===== src/rtl/param_serializer_pkg.sv =====
// Shared types and helpers for the parametrised serializer and its buffer.
package param_serializer_pkg;

  typedef enum logic {
    ST_IDLE  = 1'b0,
    ST_SHIFT = 1'b1
  } state_e;

  // Bit-counter width for a WIDTH-bit frame; never narrower than one bit.
  function automatic int unsigned cnt_w(input int unsigned width);
    return (width < 2) ? 1 : $clog2(width);
  endfunction

endpackage


===== src/rtl/ser_hold_buf.sv =====
// One-entry valid/ready holding register between a parallel producer and a consumer.
module ser_hold_buf #(
  parameter int unsigned WIDTH = 12
) (
  input  logic             i_clk,
  input  logic             i_rst,
  input  logic             i_load,
  input  logic [WIDTH-1:0] i_data,
  input  logic             i_take,
  output logic             o_valid,
  output logic             o_ready,
  output logic [WIDTH-1:0] o_data
);

  logic             r_valid;
  logic [WIDTH-1:0] r_data;

  // A load is only honoured while empty, so load and take never coincide.
  always_ff @(posedge i_clk) begin
    if (i_rst) begin
      r_valid <= 1'b0;
      r_data  <= '0;
    end else if (i_load && !r_valid) begin
      r_valid <= 1'b1;
      r_data  <= i_data;
    end else if (i_take) begin
      r_valid <= 1'b0;
    end
  end

  assign o_valid = r_valid;
  assign o_ready = ~r_valid;
  assign o_data  = r_data;

endmodule


===== src/rtl/param_serializer.sv =====
// Parallel-to-serial converter with a one-word holding buffer, send-gated stall and frame markers.
module param_serializer
  import param_serializer_pkg::*;
#(
  parameter int unsigned WIDTH      = 12,
  parameter bit          MSB_FIRST  = 1'b0,
  parameter bit          IDLE_LEVEL = 1'b0
) (
  input  logic             CLK,
  input  logic             rst,
  input  logic [WIDTH-1:0] data_in,
  input  logic             load,
  output logic             load_ready,
  input  logic             send,
  output logic             data_out,
  output logic             out_valid,
  output logic             sof,
  output logic             done,
  output logic             busy
);

  localparam int unsigned      CntW    = cnt_w(WIDTH);
  localparam logic [CntW-1:0] LastCnt = CntW'(WIDTH - 1);

  state_e           r_state, w_state_d;
  logic [CntW-1:0]  r_cnt, w_cnt_d;
  logic [WIDTH-1:0] r_shreg, w_shreg_d;
  logic             r_dout, w_dout_d;
  logic             r_valid, w_valid_d;
  logic             r_sof, w_sof_d;
  logic             r_done, w_done_d;

  logic             w_hb_valid;
  logic             w_hb_ready;
  logic [WIDTH-1:0] w_hb_data;
  logic             w_take;
  logic             w_cur_bit;
  logic [WIDTH-1:0] w_shifted;
  logic             w_last;

  ser_hold_buf #(
    .WIDTH(WIDTH)
  ) u_hold_buf (
    .i_clk  (CLK),
    .i_rst  (rst),
    .i_load (load),
    .i_data (data_in),
    .i_take (w_take),
    .o_valid(w_hb_valid),
    .o_ready(w_hb_ready),
    .o_data (w_hb_data)
  );

  assign w_cur_bit = MSB_FIRST ? r_shreg[WIDTH-1] : r_shreg[0];
  assign w_shifted = MSB_FIRST ? {r_shreg[WIDTH-2:0], 1'b0} : {1'b0, r_shreg[WIDTH-1:1]};
  assign w_last    = (r_cnt == LastCnt);

  always_comb begin
    w_state_d = r_state;
    w_cnt_d   = r_cnt;
    w_shreg_d = r_shreg;
    w_dout_d  = r_dout;
    w_valid_d = 1'b0;
    w_sof_d   = 1'b0;
    w_done_d  = 1'b0;
    w_take    = 1'b0;
    unique case (r_state)
      ST_IDLE: begin
        w_dout_d = IDLE_LEVEL;
        if (w_hb_valid) begin
          w_shreg_d = w_hb_data;
          w_take    = 1'b1;
          w_cnt_d   = '0;
          w_state_d = ST_SHIFT;
        end
      end
      ST_SHIFT: begin
        // With send low everything freezes and data_out keeps its last bit.
        if (send) begin
          w_dout_d  = w_cur_bit;
          w_shreg_d = w_shifted;
          w_valid_d = 1'b1;
          w_sof_d   = (r_cnt == '0);
          w_done_d  = w_last;
          w_cnt_d   = r_cnt + CntW'(1);
          if (w_last) begin
            w_cnt_d = '0;
            if (w_hb_valid) begin
              w_shreg_d = w_hb_data;
              w_take    = 1'b1;
            end else begin
              w_state_d = ST_IDLE;
            end
          end
        end
      end
      default: w_state_d = ST_IDLE;
    endcase
  end

  always_ff @(posedge CLK) begin
    if (rst) begin
      r_state <= ST_IDLE;
      r_cnt   <= '0;
      r_shreg <= '0;
      r_dout  <= IDLE_LEVEL;
      r_valid <= 1'b0;
      r_sof   <= 1'b0;
      r_done  <= 1'b0;
    end else begin
      r_state <= w_state_d;
      r_cnt   <= w_cnt_d;
      r_shreg <= w_shreg_d;
      r_dout  <= w_dout_d;
      r_valid <= w_valid_d;
      r_sof   <= w_sof_d;
      r_done  <= w_done_d;
    end
  end

  assign load_ready = w_hb_ready;
  assign data_out   = r_dout;
  assign out_valid  = r_valid;
  assign sof        = r_sof;
  assign done       = r_done;
  assign busy       = (r_state == ST_SHIFT) | w_hb_valid;

endmodule


===== config.mk =====
export PLATFORM = sky130hd
export DESIGN_NAME = param_serializer
export DESIGN_NICKNAME = d
export VERILOG_FILES = /design/src/rtl/param_serializer_pkg.sv /design/src/rtl/ser_hold_buf.sv /design/src/rtl/param_serializer.sv
export SDC_FILE = /design/constraint.sdc
export NUM_CORES = 1
export LEC_CHECK = 0
export ABC_AREA = 1
export ABC_CLOCK_PERIOD_IN_PS = 1660
export BUFFER_PORTS_ARGS = -buffer_cell sky130_fd_sc_hd__buf_4
export CAP_MARGIN = 20
export CORE_MARGIN = 2
export CORE_UTILIZATION = 55
export DETAILED_ROUTE_END_ITERATION = 16
export HOLD_SLACK_MARGIN = 0.03
export PLACE_DENSITY = 0.83
export SYNTH_ARGS = -nofsm -noshare
export SYNTH_HDL_FRONTEND = slang
export SYNTH_HIERARCHICAL = 1
export SYNTH_SLANG_ARGS = --single-unit

===== constraint.sdc =====
create_clock -name CLK -period 1.66 [get_ports CLK]
set_input_delay 0.332 -clock CLK [delete_from_list [all_inputs] [get_ports CLK]]
set_output_delay 0.332 -clock CLK [all_outputs]
set_load 0.01 [all_outputs]

# Yosys cells after proc, flatten, opt, wreduce, memory -nomap -nowiden
# Cells that the tools add are included.
dict set report word_totals {
  regBits 34
  input_bits 16
  output_inout_bits 6
  wordCells 45
}
dict set report op_classes {
  n_addsub 1
  eq_ne 3
  muxes 21
  n_bitwise 4
  n_reduce_logical 7
}
# cell n
set op_table {}
lappend op_table {{2-to-1 mux 12 bit} 4}
lappend op_table {{case mux 12 bit (2 select lines)} 1}
lappend op_table {{2-to-1 mux 4 bit} 3}
lappend op_table {{2-to-1 mux 1 bit} 9}
lappend op_table {{case mux 4 bit (2 select lines)} 1}
lappend op_table {{case mux 1 bit (2 select lines)} 3}
lappend op_table {{adder 4 x 1 -> 4 bit, second input constant} 1}
lappend op_table {{== test 4 bit, second input constant} 1}
lappend op_table {{logical NOT 4 bit} 1}
lappend op_table {{inverter 1 bit} 3}
lappend op_table {{OR reduction 3 bit} 1}
lappend op_table {{!= test 2 x 1 -> 1 bit, second input constant} 1}
lappend op_table {{!= test 2 bit, second input constant} 1}
lappend op_table {{AND reduction 2 bit} 1}
lappend op_table {{nonzero test 2 bit} 1}
lappend op_table {{OR reduction 2 bit} 1}
lappend op_table {{logical AND 1 bit} 1}
lappend op_table {{logical NOT 1 bit} 1}
lappend op_table {{bitwise OR 1 bit} 1}

# Logic depth before layout (Yosys ltp)
dict set report depth {
  ltp_word 6
  mapped_depth 10
  depth_no_buf 8
}

# Cells and area by module
# The synthesis kept the hierarchy.
# module n_inst cells_each area_each_um2 seq_area_each_um2
set by_module_without_submodules {}
lappend by_module_without_submodules {param_serializer 1 152 1073.5 420.4}
lappend by_module_without_submodules {ser_hold_buf 1 85 559.3 260.2}

# Worst setup path before layout
# Ideal clock, no wire load.
dict set report synth_path {
  kind {register -> register}
  from {register r_cnt[0]}
  to {register u_hold_buf.r_valid, in the netlist u_hold_buf/o_valid}
  setup_time_ns 0.116
  arrival_ns 1.217
  t_required_ns 1.544
  slack_ns 0.327
  path_stages_with_launch 8
  n_path_buf 1
  synth_period_minus_slack_ns 1.333
  path_cell_list {dfxtp_1 -> ha_1 -> nand4_2 -> buf_2 -> a21oi_1 -> inv_1 -> nand2_1 -> a21oi_1}
}
dict set report synth_via {
  elab_chain_cells 5
}
# element line
set synth_rtl {}
lappend synth_rtl {{start, declared} param_serializer.sv:26} ;# logic [CntW-1:0] r_cnt, w_cnt_d;
lappend synth_rtl {{start signal, assigned} param_serializer.sv:112} ;# r_cnt <= w_cnt_d;
lappend synth_rtl {{== test 4 bit} param_serializer.sv:56} ;# assign w_last = (r_cnt == LastCnt);
lappend synth_rtl {{2-to-1 mux 1 bit} param_serializer.sv:86} ;# if (w_last) begin
lappend synth_rtl {{2-to-1 mux 1 bit} param_serializer.sv:79} ;# if (send) begin
lappend synth_rtl {{case mux 1 bit (2 select lines)} param_serializer.sv:67} ;# unique case (r_state)
lappend synth_rtl {{named net w_take} param_serializer.sv:36} ;# logic w_take;
lappend synth_rtl {{nonzero test 2 bit (no source line)} -}
lappend synth_rtl {{end signal, assigned} ser_hold_buf.sv:21} ;# r_valid <= 1'b0;
lappend synth_rtl {{end signal, assigned} ser_hold_buf.sv:24} ;# r_valid <= 1'b1;
lappend synth_rtl {{end signal, assigned} ser_hold_buf.sv:27} ;# r_valid <= 1'b0;
lappend synth_rtl {{end, declared} ser_hold_buf.sv:15} ;# logic r_valid;
# The timed path passes the listed nets, and every way through them passes these cells.
# A chain may end at the register's enable or synchronous reset.

# Final worst setup path
dict set report layout_path {
  from {register u_hold_buf.r_valid, in the netlist u_hold_buf/o_valid}
  to {output port load_ready}
}
dict set report layout_via {
  elab_chain_cells 1
}
# element line
set layout_rtl {}
lappend layout_rtl {{inverter 1 bit} ser_hold_buf.sv:32} ;# assign o_ready = ~r_valid;
lappend layout_rtl {{end, declared} param_serializer.sv:13} ;# output logic load_ready,
# Every way passes these cells.

==> qor.yml <==
status: "complete, no violations"
grt_max_degree: 15
synth_adder_area_share_pct: 1.53
post_cts_resized: 0
final.setup_skew_ps: 5.41
grt_setup_unrepaired: "no"
drc: 0
io_pins: 22
drv_cap: 0
synthMuxAreaShare_pct: 0
hold_path_class: "in -> reg"
power.total_w: 0.00168
crit_arrival_ps: 1230
track_usage_pct: 21.4
final_common_cell: "nand2_1"
yosysSeqAreaShare_pct: 41.7
cts_root_buf: "clkbuf_4"
grt_pass1_wl_mm: 5.56
avgSynthCellArea_um2: 6.89
dr_total_vias: 1453
synth_top_family_by_area: "simple AND/OR/NAND/NOR gates"
netlist_area_um2: 1630
first_pass_iters: 4
drive_gt1_share_pct: 17.2
fin_tns_setup_ps: 0
wl_per_cell_um: 10.2
cp.required_ps: 1330
die_w_um: 58.5
setup_viol: 0
p_per_area_nw_per_um2: 908
holdWs_ps: 218
grt_pass1_vias: 1316
end_kind: "output pin"
dp.final_hpwl_mm: 2.20
fmax_mhz: 641
synth_nets: 255
gp_congestion: 0.788
die_y_um: 58.5
yosysWarnings: 6
slew_violations: 0
synth_seq_cells: 34
peakVddDrop_mv: 0.803
finalNetCount: 279
fin_crit_ps: 1560
routed_wl_mm: 2.98
synth-simple-area-share_pct: 33.6
initialDrtViolationCount: 41
synth.distinct_cells: 22
fp.coreArea_um2: 2780
n_antenna_cell: 0
slew_headroom_pct: 70.4
grt_overflow: 0
layout_common_cells: "46 x nand2_1, 45 x inv_1, 38 x nand3_1, 34 x dfxtp_1"
cp-start-kind: "flip-flop"
hold_buffers: 0
cts_sinks: 34
netlist_instances: 237
numPortBuffers: 21
ant_nets: 0
cts_max_level: 2
vias_per_cell: 4.98
hold_viol_final: 0
critical_path.max_fanout: 6
synth-compound-area-share_pct: 6.97
worst_pin_slew_ps: 444
p_leak_nw: 1.02
synth-xor-area-share_pct: 0
post_cts_buffers: 0
clk_pin_slew_ps: 90
dpl.cell_count: 285
timing.final.ws_setup_ps: 99.1
start_util_pct: 58.7
stdcell_count: 292
antenna_found_initial: 0
syn_to_final_growth_pct: 13.1
place_ws_ps: 310
period_share_pct: 94.0
insertion_delay_ps: 330
numCtsBuffers: 5
path_class: "reg -> out"
dieArea_um2: 3420
cts_tree: "done"
clockBufferDepth: 2
std_cell_rows: 19
[power by group]
group          total [W]  internal [W]  leakage [nW]  switching [W]
Combinational   0.000328      0.000139         0.718       0.000190
Clock           0.000419      0.000158        0.0243       0.000261
Sequential      0.000929      0.000886         0.280      0.0000433
Total            0.00168       0.00118          1.02       0.000494
[cell usage after synthesis]
library cell / n / area [um2]
a211oi_1: 1 / 7.51
o21ai_2: 1 / 8.76
nand2_2: 1 / 6.26
o21ai_0: 8 / 40.0
o31ai_1: 1 / 7.51
inv_1: 45 / 169
buf_1: 2 / 7.51
nor2_1: 28 / 105
nor2_2: 1 / 6.26
ha_1: 2 / 25.0
buf_2: 4 / 20.0
dfxtp_1: 34 / 681
nand3_1: 38 / 190
a21oi_1: 6 / 30.0
buf_6: 5 / 56.3
nor2_4: 3 / 33.8
nand4_2: 1 / 12.5
o21ai_1: 4 / 20.0
inv_2: 3 / 11.3
nand3_2: 1 / 10.0
nand2_1: 46 / 173
nand4_1: 2 / 12.5
[worst max-delay path, cell delays in order, from the launching register on]
cell,delay [ps]
dfxtp_1,530
inv_1,190
buf_4,180
[cell families (layout without fill, tap and decap cells)]
logic type,after synthesis,after routing
adder cells (fa/ha/maj),2,2
buffers and inverters,59,83
flip-flops,34,34
AND/OR/NAND/NOR,121,121
AO/OA/AOI/OAI,21,21
[final timing paths]
kind                            from    endpoint  slack, ps  cells past startpoint
setup / recovery  u_hold_buf/o_valid  load_ready        100                      2
hold reg to reg           r_shreg[0]    data_out        460                      2
setup reg to reg            r_cnt[0]  r_shreg[7]        280                      7
hold / removal                  send     r_state        220                      2
[per-layer routing]
| layer | global-route usage (%) | routed length, um | vias up | part of all wire [%] |
|---|---|---|---|---|
| met5 | 0 | 0 | - | 0 |
| met4 | 8.97 | 59 | 0 | 2.0 |
| met3 | 6.81 | 200 | 4 | 6.7 |
| met2 | 33.7 | 1350 | 45 | 45 |
| met1 | 27.1 | 1370 | 631 | 46 |
| li1 | - | - | 773 | - |
[area by class of cell]
type,count,area [um2]
well taps,31,38.8
flip-flops and latches,34,681
repair buffers,28,210
clock inverters,1,7.51
fillers,261,935
inverters,48,180
clock buffers,6,41.3
multi-input cells,144,688
[through the flow]
| step | instance area, um2 | utilization (%) |
|---|---|---|
| after floorplan | 1630 | - |
| after global placement | 1800 | 64.6 |
| after detailed placement | 1800 | 64.6 |
| after CTS | 1850 | 66.4 |
| after global routing | 1850 | 66.4 |
| final | 1850 | 66.4 |
No activity file was read; power rests on OpenSTA's default activity.
